==> config.mk <==
export PLATFORM = sky130hd
export DESIGN_NAME = generador_flancos_flat
export DESIGN_NICKNAME = d
export VERILOG_FILES = /design/src/rtl/generador_flancos_pkg.sv /design/src/rtl/generador_flancos_if.sv /design/src/rtl/generador_flancos_contador_fase.sv /design/src/rtl/generador_flancos.sv /design/src/flat_wrapper.sv
export SDC_FILE = /design/constraint.sdc
export NUM_CORES = 1
export LEC_CHECK = 0
export CAP_MARGIN = 20
export CORE_AREA = 3 3 77 79
export DETAILED_ROUTE_END_ITERATION = 10
export DIE_AREA = 0 0 80 82
export PLACE_DENSITY = 0.77
export SYNTH_ARGS = -nofsm -noshare
export SYNTH_HDL_FRONTEND = slang
export SYNTH_HIERARCHICAL = 1
export SYNTH_SLANG_ARGS = --single-unit
==> constraint.sdc <==
create_clock -name iClk -period 2.8 [get_ports iClk]
set_input_delay 0.42 -clock iClk [delete_from_list [all_inputs] [get_ports iClk]]
set_output_delay 0.42 -clock iClk [all_outputs]
set_load 0.01 [all_outputs]
==> src/rtl/generador_flancos_pkg.sv <==
// generador_flancos_pkg
// Shared definitions for the pulse-train generator: FSM state encoding and
// the default counter width used by the interface, the top and the counters.
package generador_flancos_pkg;

  // Default width of the operand inputs and of both internal counters.
  localparam int CNT_W_DEF = 8;

  // Generator states. The wave output is high exactly while in ST_HIGH.
  typedef enum logic [1:0] {
    ST_IDLE = 2'd0,
    ST_HIGH = 2'd1,
    ST_LOW  = 2'd2
  } estado_t;

endpackage

==> src/rtl/generador_flancos_if.sv <==
// generador_flancos_if
// Groups the control/operand inputs and the waveform/strobe outputs of the
// pulse-train generator.
//   iStart, iStop                  : start request / abort request
//   iHighTime, iLowTime, iNumPulses : train operands (CNT_W bits)
//   oWave                          : generated waveform
//   oRise, oFall                   : one-cycle strobes on oWave transitions
//   oBusy, oDone                   : train in progress / normal completion
// Modport slave is the generator, modport master is whoever drives it.
interface generador_flancos_if
  import generador_flancos_pkg::*;
#(
  parameter int CNT_W = CNT_W_DEF
) ();

  logic             iStart;
  logic             iStop;
  logic [CNT_W-1:0] iHighTime;
  logic [CNT_W-1:0] iLowTime;
  logic [CNT_W-1:0] iNumPulses;
  logic             oWave;
  logic             oRise;
  logic             oFall;
  logic             oBusy;
  logic             oDone;

  modport master (
    output iStart, iStop, iHighTime, iLowTime, iNumPulses,
    input  oWave, oRise, oFall, oBusy, oDone
  );

  modport slave (
    input  iStart, iStop, iHighTime, iLowTime, iNumPulses,
    output oWave, oRise, oFall, oBusy, oDone
  );

endinterface

==> src/rtl/generador_flancos_contador_fase.sv <==
// contador_fase
// Loadable down-counter with a zero flag. Used by the generator both as the
// phase counter (cycles left in the current high/low phase) and as the pulse
// counter (pulses left after the current one).
//   iClk, iReset  : clock, synchronous active-high reset (clears the count)
//   load_i        : load loadValue_i this cycle (has priority over enable)
//   loadValue_i   : value to load
//   enable_i      : decrement by one
//   zero_o        : count is zero
module contador_fase
  import generador_flancos_pkg::*;
#(
  parameter int CNT_W = CNT_W_DEF
) (
  input  logic             iClk,
  input  logic             iReset,
  input  logic             load_i,
  input  logic [CNT_W-1:0] loadValue_i,
  input  logic             enable_i,
  output logic             zero_o
);

  localparam logic [CNT_W-1:0] ONE = {{(CNT_W-1){1'b0}}, 1'b1};

  logic [CNT_W-1:0] countQ;
  logic [CNT_W-1:0] countD;

  // Load wins over decrement; the count saturates at zero so it can never wrap.
  always_comb begin
    countD = countQ;
    if (load_i) begin
      countD = loadValue_i;
    end else if (enable_i && (countQ != '0)) begin
      countD = countQ - ONE;
    end
  end

  always_ff @(posedge iClk) begin
    if (iReset) begin
      countQ <= '0;
    end else begin
      countQ <= countD;
    end
  end

  assign zero_o = (countQ == '0);

endmodule

==> src/rtl/generador_flancos.sv <==
// generador_flancos
// Programmable pulse-train generator. A start strobe in IDLE launches N high
// pulses of H cycles separated by gaps of L cycles (0 is treated as 1 for H
// and L); every output is registered, so the first rising edge appears the
// cycle after the start is sampled.
//   iClk    : system clock
//   iReset  : synchronous, active-high reset
//   bus     : generador_flancos_if.slave (start/stop, operands, wave, strobes)
module generador_flancos
  import generador_flancos_pkg::*;
#(
  parameter int CNT_W = CNT_W_DEF
) (
  input logic                iClk,
  input logic                iReset,
  generador_flancos_if.slave bus
);

  localparam logic [CNT_W-1:0] ONE = {{(CNT_W-1){1'b0}}, 1'b1};

  estado_t          stateQ, stateD;
  logic [CNT_W-1:0] highQ, highD;
  logic [CNT_W-1:0] lowQ, lowD;

  logic             phaseLoad, phaseEn, phaseZero;
  logic [CNT_W-1:0] phaseLoadVal;
  logic             pulseLoad, pulseEn, pulseZero;
  logic [CNT_W-1:0] pulseLoadVal;

  logic waveQ, waveD;
  logic riseQ, riseD;
  logic fallQ, fallD;
  logic busyQ, busyD;
  logic doneQ, doneD;

  contador_fase #(.CNT_W(CNT_W)) uPhase (
    .iClk        (iClk),
    .iReset      (iReset),
    .load_i      (phaseLoad),
    .loadValue_i (phaseLoadVal),
    .enable_i    (phaseEn),
    .zero_o      (phaseZero)
  );

  contador_fase #(.CNT_W(CNT_W)) uPulse (
    .iClk        (iClk),
    .iReset      (iReset),
    .load_i      (pulseLoad),
    .loadValue_i (pulseLoadVal),
    .enable_i    (pulseEn),
    .zero_o      (pulseZero)
  );

  // State, latched operands and the registered outputs.
  always_ff @(posedge iClk) begin
    if (iReset) begin
      stateQ <= ST_IDLE;
      highQ  <= '0;
      lowQ   <= '0;
      waveQ  <= 1'b0;
      riseQ  <= 1'b0;
      fallQ  <= 1'b0;
      busyQ  <= 1'b0;
      doneQ  <= 1'b0;
    end else begin
      stateQ <= stateD;
      highQ  <= highD;
      lowQ   <= lowD;
      waveQ  <= waveD;
      riseQ  <= riseD;
      fallQ  <= fallD;
      busyQ  <= busyD;
      doneQ  <= doneD;
    end
  end

  // Next state and counter control. Operands are only captured on an accepted
  // start, so input changes during a train are invisible. A phase counter at
  // zero means the current cycle is the last one of that phase; the pulse
  // counter at zero means the current high phase is the final pulse.
  always_comb begin
    stateD       = stateQ;
    highD        = highQ;
    lowD         = lowQ;
    phaseLoad    = 1'b0;
    phaseLoadVal = '0;
    phaseEn      = 1'b0;
    pulseLoad    = 1'b0;
    pulseLoadVal = '0;
    pulseEn      = 1'b0;
    case (stateQ)
      ST_IDLE: begin
        if (bus.iStart && !bus.iStop && (bus.iNumPulses != '0)) begin
          highD        = (bus.iHighTime == '0) ? ONE : bus.iHighTime;
          lowD         = (bus.iLowTime == '0) ? ONE : bus.iLowTime;
          phaseLoad    = 1'b1;
          phaseLoadVal = highD - ONE;
          pulseLoad    = 1'b1;
          pulseLoadVal = bus.iNumPulses - ONE;
          stateD       = ST_HIGH;
        end
      end
      ST_HIGH: begin
        if (bus.iStop) begin
          stateD = ST_IDLE;
        end else if (phaseZero) begin
          if (pulseZero) begin
            stateD = ST_IDLE;
          end else begin
            phaseLoad    = 1'b1;
            phaseLoadVal = lowQ - ONE;
            stateD       = ST_LOW;
          end
        end else begin
          phaseEn = 1'b1;
        end
      end
      ST_LOW: begin
        if (bus.iStop) begin
          stateD = ST_IDLE;
        end else if (phaseZero) begin
          pulseEn      = 1'b1;
          phaseLoad    = 1'b1;
          phaseLoadVal = highQ - ONE;
          stateD       = ST_HIGH;
        end else begin
          phaseEn = 1'b1;
        end
      end
      default: begin
        stateD = ST_IDLE;
      end
    endcase
  end

  // Output decode from the transition being taken, so the registered outputs
  // line up with the state they describe. Leaving HIGH for IDLE without a stop
  // can only be the end of the last pulse, which is what marks completion.
  always_comb begin
    waveD = (stateD == ST_HIGH);
    busyD = (stateD != ST_IDLE);
    riseD = (stateD == ST_HIGH) && (stateQ != ST_HIGH);
    fallD = (stateQ == ST_HIGH) && (stateD != ST_HIGH);
    doneD = (stateQ == ST_HIGH) && (stateD == ST_IDLE) && !bus.iStop;
  end

  assign bus.oWave = waveQ;
  assign bus.oRise = riseQ;
  assign bus.oFall = fallQ;
  assign bus.oBusy = busyQ;
  assign bus.oDone = doneQ;

endmodule

==> src/flat_wrapper.sv <==
// flat-port wrapper written by rule: the top's interface ports become plain ports
module generador_flancos_flat import generador_flancos_pkg::*;
#(
  parameter int CNT_W = CNT_W_DEF
)
  (iClk, iReset, bus_iStart, bus_iStop, bus_iHighTime, bus_iLowTime, bus_iNumPulses, bus_oWave, bus_oRise, bus_oFall, bus_oBusy, bus_oDone);
  generador_flancos_if #(.CNT_W(CNT_W)) bus_i ();
  input logic iClk;
  input logic iReset;
  input wire logic [$bits(bus_i.iStart)-1:0] bus_iStart;
  input wire logic [$bits(bus_i.iStop)-1:0] bus_iStop;
  input wire logic [$bits(bus_i.iHighTime)-1:0] bus_iHighTime;
  input wire logic [$bits(bus_i.iLowTime)-1:0] bus_iLowTime;
  input wire logic [$bits(bus_i.iNumPulses)-1:0] bus_iNumPulses;
  output wire logic [$bits(bus_i.oWave)-1:0] bus_oWave;
  output wire logic [$bits(bus_i.oRise)-1:0] bus_oRise;
  output wire logic [$bits(bus_i.oFall)-1:0] bus_oFall;
  output wire logic [$bits(bus_i.oBusy)-1:0] bus_oBusy;
  output wire logic [$bits(bus_i.oDone)-1:0] bus_oDone;
  assign bus_i.iStart = bus_iStart;
  assign bus_i.iStop = bus_iStop;
  assign bus_i.iHighTime = bus_iHighTime;
  assign bus_i.iLowTime = bus_iLowTime;
  assign bus_i.iNumPulses = bus_iNumPulses;
  assign bus_oWave = bus_i.oWave;
  assign bus_oRise = bus_i.oRise;
  assign bus_oFall = bus_i.oFall;
  assign bus_oBusy = bus_i.oBusy;
  assign bus_oDone = bus_i.oDone;
  generador_flancos #(.CNT_W(CNT_W)) u_core (.iClk(iClk), .iReset(iReset), .bus(bus_i));
endmodule
After elaboration in Yosys (flattened, before gate mapping)
Cells that the tools add are included.
Storage, ports and cells
  logic and storage cells: 78
  output and inout bits: 5
  register bits: 39
  input port bits: 28
Cells by class
  reduce and logical (&&, ||, !) cells: 23
  equality and inequality tests: 5
  muxes and demuxes: 34
  $add $sub $neg: 6
Operator list (count)
  8-bit 2-to-1 mux: 14
  8-bit by 1-bit subtractor with 8-bit output, second input constant: 6
  8-bit logical NOT: 4
  8-bit one-hot mux with 3 select lines: 1
  8-bit nonzero test: 3
  2-bit 2-to-1 mux: 6
  1-bit 2-to-1 mux: 11
  1-bit logical AND: 8
  2-bit one-hot mux with 3 select lines: 1
  2-bit nonzero test: 3
  2-bit by 1-bit == test with 1-bit output, second input constant: 2
  2-bit logical NOT: 2
  2-bit by 1-bit != test with 1-bit output, second input constant: 2
  1-bit one-hot mux with 3 select lines: 1
  2-bit == test, second input constant: 1
  2-bit AND reduction: 1
  2-bit OR reduction: 1
  1-bit logical NOT: 1

Depth between registers and ports, before layout
Gate-level depths: netlist of the first run.
  depth in word-level cells: 8
  mapped depth: 12
  gate-level depth less buffers: 12

Modules after synthesis
Netlist of the first run, hierarchy kept.
By module, submodules not included
  generador_flancos: area each 1652.8 sq um, cells an instance 223, instances 1, sequential area each 460.4 sq um
  contador_fase: area each 515.5 sq um, cells an instance 59, instances 2, sequential area each 160.2 sq um

Worst setup path after synthesis of the first run
Ideal clock, no wire load.
  path type: flip-flop to flip-flop
  start: reg u_core.uPhase.countQ[2]
  end: reg u_core.uPulse.countQ[7]
  setup slack: -160 ps
  cell stages (with the launch flop): 10
  period minus slack after synthesis: 2960 ps
  data arrival time: 2826 ps
  data required time: 2666 ps
  path buffers: 0
  path through: dfxtp_1 or4_4 nor4_1 nor2b_1 nand2_1 inv_1 or3b_2 nor3_1 mux2i_1 a211oi_1
On the way
  word-level cells in the longest chain between the ends: 6
RTL lines
  start, declared: line generador_flancos_contador_fase.sv:25  | logic [CNT_W-1:0] countQ;
  start signal, assigned: line generador_flancos_contador_fase.sv:42  | countQ <= countD;
  8-bit logical NOT: line generador_flancos_contador_fase.sv:46  | assign zero_o = (countQ == '0);
  net u_core.phaseZero: line generador_flancos.sv:25  | logic phaseLoad, phaseEn, phaseZero;
  1-bit 2-to-1 mux: line generador_flancos.sv:121  | end else if (phaseZero) begin
  1-bit 2-to-1 mux: line generador_flancos.sv:119  | if (bus.iStop) begin
  1-bit 2-to-1 mux: line generador_flancos.sv:91  | case (stateQ)
  net u_core.pulseEn: line generador_flancos.sv:27  | logic pulseLoad, pulseEn, pulseZero;
  1-bit logical AND: line generador_flancos_contador_fase.sv:33  | end else if (enable_i && (countQ != '0)) begin
  2-bit nonzero test (no line)
  end signal, assigned: line generador_flancos_contador_fase.sv:42
  end, declared: line generador_flancos_contador_fase.sv:25
The timed path passes the listed nets, and every way through them passes these cells.
A chain may end at the register's enable or synchronous reset.

Final worst setup path of the first run
  start: in bus_iHighTime[1]
  end: reg u_core.uPhase.countQ[2]
On the way
  word-level cells in the longest chain between the ends: 6
RTL lines
  start, declared: line flat_wrapper.sv:12  | input wire logic [$bits(bus_i.iHighTime)-1:0] bus_iHighTime;
  8-bit logical NOT: line generador_flancos.sv:94  | highD = (bus.iHighTime == '0) ? ONE : bus.iHighTime;
  8-bit 2-to-1 mux (*): line generador_flancos.sv:94
  8-bit by 1-bit subtractor with 8-bit output (*): line generador_flancos.sv:97  | phaseLoadVal = highD - ONE;
  8-bit 2-to-1 mux (*): line generador_flancos.sv:93  | if (bus.iStart && !bus.iStop && (bus.iNumPulses != '0)) begin
  8-bit one-hot mux with 3 select lines (*): line generador_flancos.sv:91
  net u_core.phaseLoadVal[2]: line generador_flancos.sv:26  | logic [CNT_W-1:0] phaseLoadVal;
  8-bit 2-to-1 mux (*): line generador_flancos_contador_fase.sv:31  | if (load_i) begin
Mark *: on every way through the listed nets, which the timed path passes. The rest lies on a longest branch.

==> results of run 1 <==
==> cells by family (layout without fill, tap and decap cells) <==
logic type	after synthesis	in the layout	share of synthesized area (%)
buffers and inverters	37	86	5.73
adder cells (fa/ha/maj)	12	12	5.59
AO/OA/AOI/OAI	76	76	20.6
flip-flops	39	39	29.1
AND/OR/NAND/NOR	149	149	29.7
XOR/XNOR	25	25	8.16
multiplexers	3	3	1.17
==> worst max-delay path by stage <==
stage                                    endpoint  cells after the start               startpoint  slack (ps)
after global routing      u_core/uPulse/countQ[5]                      9  u_core/uPhase/countQ[3]           7
after floorplan           u_core/uPulse/countQ[7]                      9  u_core/uPhase/countQ[2]          60
after global placement    u_core/uPhase/countQ[6]                     11         bus_iHighTime[0]         170
after detailed placement  u_core/uPhase/countQ[2]                     10         bus_iHighTime[1]         -20
final                     u_core/uPhase/countQ[2]                     10         bus_iHighTime[1]         180
after CTS                 u_core/uPulse/countQ[5]                      9  u_core/uPhase/countQ[3]          30
==> cell usage after synthesis, drive strengths merged (3+ instances only) <==
cell type  instances
a211oi             7
a21oi             31
a222oi             3
a22oi              3
a311oi             4
a31oi              3
buf                7
clkbuf             6
dfxtp             39
ha                12
inv               22
nand2             44
nand3              4
nor2              40
nor2b              4
nor3              12
nor3b              7
nor4               7
o21ai              8
o31ai              5
or3                6
or3b               3
or4               13
xnor2             15
xor2              10
==> final cells by class <==
class,instances,area [µm²]
Inverter,24,90.1
Multi-Input combinational cell,265,1790
Fill cell,462,2040
Clock buffer,6,72.6
Clock inverter,2,60.1
Timing Repair Buffer,54,485
Tap cell,72,90.1
Sequential cell,39,781
==> power by group through the flow <==
| stage | Clock (mW) | Sequential [mW] | Combinational (mW) |
|---|---|---|---|
| floorplan | 0 | 0.637 | 0.285 |
| global placement | 0 | 0.640 | 0.433 |
| detailed placement | 0 | 0.641 | 0.436 |
| CTS | 0.570 | 0.628 | 0.443 |
| global route | 0.584 | 0.636 | 0.510 |
| finish | 0.563 | 0.630 | 0.461 |
==> flip-flops by register name (all words and copies together) (netlist names) <==
signal,count
u_core/highQ,8
u_core/lowQ,8
u_core/uPhase/countQ,8
u_core/uPulse/countQ,8
u_core/stateQ,2
u_core/bus.oBusy,1
u_core/bus.oDone,1
u_core/bus.oFall,1
u_core/bus.oRise,1
u_core/bus.oWave,1
==> worst max-delay path, cell delays in order <==
cell             delay, ps
clkdlybuf4s50_1        440
or3_1                  410
nor3_1                 220
a21oi_1                170
ha_1                   270
xor2_1                 170
a222oi_1               290
nor2_1                  90
a21oi_1                220
a21oi_1                100
==> per-layer routing <==
layer | up-vias | part of all wire (%)
li1 | 1312 | -
met1 | 1198 | 47
met2 | 85 | 46
met3 | 10 | 4.7
met4 | 0 | 1.9
met5 | - | 0
==> qor.txt, run 1 <==
status - finished, final reports clean
Pwr Density - 491 nW/µm²
Slew Limit Headroom - 63.6%
non-filler instance count after layout - 462
Post-Place Cells - 454
measured slew at the worst slew-check pin - 544 ps
clock buffer depth - 2
CTS resizes - 0
most common cell after layout, fill and taps aside - nand2_1
Sw Pwr - 0.480 mW
CP Data Required Time - 2980 ps
fmax - 382 MHz
most frequent cells in the layout - nand2_1 (43), nor2_1 (39), dfxtp_1 (39), clkdlybuf4s50_1 (32), a21oi_1 (31)
Reg-to-Reg End - u_core/uPulse/countQ[5]
ANT nets after route - 0
Clock Skew - 5.85 ps
WL final - 6550 µm
TritonCTS Buffers - 5
grt peak-use layer - met2
IO Pins - 33
WHS - 477 ps
Post-CTS Setup Bufs - 0
Synth async-reset ratio - 0%
htree depth - 2
syn_nets - 381
crit start category - input port
Antenna diodes - 0
die area - 6560 µm²
FF-to-FF path depth - 9
Hold WC Path Type - register to register
Area after DPL - 3200 µm²
total grt overflow - 0
layout net count - 429
Area Overhead vs Synth - 25.4%
M3 GR Usage - 3.73%
register area share after synthesis - 29.1%
Yosys top cell area share - 29.1%
Die Wd - 80 µm
RSZ-0062 raised after global routing - no
CTS tree - built
Num Clock Sinks - 39
Final Setup Violations - 0
R2R setup slack - 200 ps
Initial DRC Count - 206
initial antenna violation count - 0
combinational fraction of design power - 27.9%
switching share of power - 29.0%
Tcrit/Tclk final - 93.5%
max cap viols - 0
EDFF count, synth - 0
Hold-fix buffers, CTS - 0
Initial Util - 49.7%
GR Util met1 - 28.9%
vias - 2605
largest net degree at the start of global routing - 22
root buf cell - clkbuf_8
first-pass GRT wire length - 11300 µm
Placer Congestion - 0.927
Area contributors post-synth - dfxtp_1 (29%), nand2_1 (6.2%), a21oi_1 (5.8%)
Int Power - 1.17 mW
Clk pin slew, worst setup/hold paths - 80 ps
min-delay src - u_core/highQ[7]
DRC - 0
Synth Warn # - 6
setup ws final - 182 ps
Die Span Y - 82 µm
detailed placer's ending HPWL - 4860 µm
Avg WL per Cell - 14.2 µm
library cells used by synthesis - 57
area leader, netlist - dfxtp_1
dpl ws - -25.0 ps
synthesized area - 2680 µm²
Reg power frac - 38.1%
I/O Buffers - 32
Row Count - 27
WS Path Type - input port to register
worst-path maximum fanout - 3
hold path endpoint - u_core/highQ[7]
share of cells above drive strength 1 - 15.6%
VDD IR max - 0.000284 V
met2 Use GR - 34.5%
crit end category - register
leakage power total - 1.28 nW
worst r2r src - u_core/uPhase/countQ[3]
Setup TNS - 0 ps
Vias/cell - 5.64
worst hold path stage count - 2
Final min period - 2620 ps
Mapped Cells - 341
fin. max-slew vios - 0
vias in the first global route - 2449
Core Area - 5410 µm²
final instance area - 3370 µm²
power share of the clock group - 34.0%
Global Route Usage Sum - 21.5%
DRT Pass-1 Iters - 5
post-synthesis sequential element count - 39
Primary FF master, synth - dfxtp_1
Hold Vio Cnt, Final - 0
utilization after layout - 62.3%
Clock Latency Late Sink - 290 ps
post-layout total power - 1.65 mW
syn_area_per_cell - 7.87 µm²
CP arrival - 2790 ps
Power figures use the tool's default switching activity.
==> run 2, diff against run 1 <==
Settings changed: CTS_CLUSTER_SIZE set to 24, MAX_ROUTING_LAYER set to met4.
==> run 2 against run 1 <==
Routed wire length fell by 0.29%. First-iteration DRC count decreased by 12%. Sequential share of layout area about the same. Combinational power about the same. Core utilization increased by 0.12 points. Final cell count unchanged. Clock-buffer cell count unchanged. Critical endpoint unchanged. Largest power group unchanged. Highest routed layer unchanged.
==> qor.txt, run 2 (synthesized netlist as in run 1, its figures left out) <==
slowest CP cell - clkdlybuf4s50_1
first-pass GRT wire length - 11300 µm (about the same)
vias in the first global route - 2443 (-0.24%)
CTS tree - built
Slew Limit Headroom - 63.8% (+0.24 points)
Post-Place Cells - 454 (unchanged)
measured slew at the worst slew-check pin - 541 ps (-3.52 ps)
Core Area - 5410 µm² (unchanged)
DRT Pass-1 Iters - 4 (-1)
Die Span Y - 82 µm (unchanged)
fin. max-slew vios - 0 (unchanged)
Avg WL per Cell - 14.1 µm (-0.29%)
Placer Congestion - 0.944 (+1.8%)
CP dominant cell by count - a21oi_1
CP Data Required Time - 2970 ps (about the same)
largest net degree at the start of global routing - 22 (unchanged)
CP arrival - 2800 ps (about the same)
leakage power total - 1.28 nW (about the same)
WL final - 6530 µm (-0.29%)
Die Wd - 80 µm (unchanged)
Vias/cell - 5.55 (-1.5%)
detailed placer's ending HPWL - 4860 µm (unchanged)
setup ws final - 174 ps (-7.55 ps)
IO Pins - 33 (unchanged)
crit start category - input port
crit end category - register
VDD IR max - 0.000284 V (-0.19%)
htree depth - 2 (unchanged)
RSZ-0062 raised after global routing - no
Initial DRC Count - 182 (-12%)
fmax - 381 MHz (-0.29%)
status - finished, final reports clean
TritonCTS Buffers - 5 (unchanged)
I/O Buffers - 32 (unchanged)
WS Path Type - input port to register
ANT nets after route - 0 (unchanged)
root buf cell - clkbuf_8
most common cell after layout, fill and taps aside - nand2_1
utilization after layout - 62.4% (+0.12 points)
Num Clock Sinks - 39 (unchanged)
Top delay family on crit path - compound AO/OA/AOI/OAI gates
DRC - 0 (unchanged)
worst-path cell chain - clkdlybuf4s50_1, or3_1, nor3_1, a21oi_1, ha_1, xor2_1, a222oi_1, nor2_1, a21oi_1, a21oi_1
Area Overhead vs Synth - 25.6%
clock buffer depth - 2 (unchanged)
Worst Path Buf+Inv - 1 (unchanged)
CP peak stage delay - 440 ps (about the same)
Initial Util - 49.7% (unchanged)
Global Route Usage Sum - 22.2% (+0.66 points)
total grt overflow - 0 (unchanged)
max cap viols - 0 (unchanged)
Final Setup Violations - 0 (unchanged)
share of cells above drive strength 1 - 15.9% (+0.26 points)
Pwr Density - 490 nW/µm² (-0.37%)
final instance area - 3370 µm² (+0.19%)
initial antenna violation count - 0 (unchanged)
vias - 2565 (-1.5%)
dpl ws - -25.0 ps (unchanged)
Setup TNS - 0 ps (unchanged)
Clk pin slew, worst setup/hold paths - 80 ps (about the same)
Clock Latency Late Sink - 290 ps (about the same)
Tcrit/Tclk final - 93.8% (+0.27 points)
non-filler instance count after layout - 462 (unchanged)
die area - 6560 µm² (unchanged)
worst-path maximum fanout - 3 (unchanged)
Hold-fix buffers, CTS - 0 (unchanged)
Row Count - 27 (unchanged)
Clock Skew - 5.47 ps (-0.388 ps)
Area after DPL - 3200 µm² (unchanged)
Hold Vio Cnt, Final - 0 (unchanged)
layout net count - 429 (unchanged)
most frequent cells in the layout - nand2_1 (43), nor2_1 (39), dfxtp_1 (39), clkdlybuf4s50_1 (32), a21oi_1 (31)
Hold WC Path Type - register to register
Antenna diodes - 0 (unchanged)
Final min period - 2630 ps (+7.55 ps)
-- run 2: cell types whose count changed in the layout (fill, tap and decap cells not counted) --
cell	previous run	this run
a311oi_1	4	3
a311oi_2	0	1
-- run 2: final cells by class --
| cell class | count | area (µm²) |
|---|---|---|
| Clock inverter | 2 | 60.1 |
| Inverter | 24 | 90.1 |
| Multi-Input combinational cell | 265 | 1790 |
| Clock buffer | 6 | 72.6 |
| Tap cell | 72 | 90.1 |
| Sequential cell | 39 | 781 |
| Timing Repair Buffer | 54 | 485 |
| Fill cell | 460 | 2030 |
-- run 2: worst paths after layout --
| path | startpoint | to | slack (ps) | depth (start not counted) |
|---|---|---|---|---|
| worst max register to register | u_core/uPhase/countQ[3] | u_core/uPulse/countQ[5] | 190 | 9 |
| worst min-delay path | u_core/highQ[7] | u_core/highQ[7] | 480 | 2 |
| worst max-delay path | bus_iHighTime[1] | u_core/uPhase/countQ[2] | 170 | 10 |
| worst min register to register | u_core/highQ[7] | u_core/highQ[7] | 480 | 2 |
-- run 2: timing repair --
item	4_1_cts	5_1_grt
endpoints found under the setup margin	0	11
gates resized for setup	0	7
setup buffers	0	0
-- run 2: report_power, final --
group          internal [mW]  switching [mW]
sequential             0.591          0.0386
combinational          0.226           0.234
clock                  0.356           0.204
-- run 2: metrics by stage --
step	power, mW	hold slack [ps]
after global routing	1.73	498
after global placement	1.07	462
after CTS	1.64	483
final	1.65	477
after detailed placement	1.08	472
after floorplan	0.921	448
-- run 2: worst reg2reg max path: cells and delay by family (launching register included) --
kind                   cells  cell delay, ps
DFF                        1             340
and+or+nand+nor            5            1580
buffers and inverters      2             240
AOI/OAI and AO/OA          2             370
-- run 2: per-layer routing --
metal  up-vias  GRT usage [%]  part of all wire (%)
met5         -              -                     0
met4         0           7.77                   1.7
met3         8           3.73                   5.2
met2        80           34.4                    46
met1      1166           29.2                    47
li1       1311              -                     -
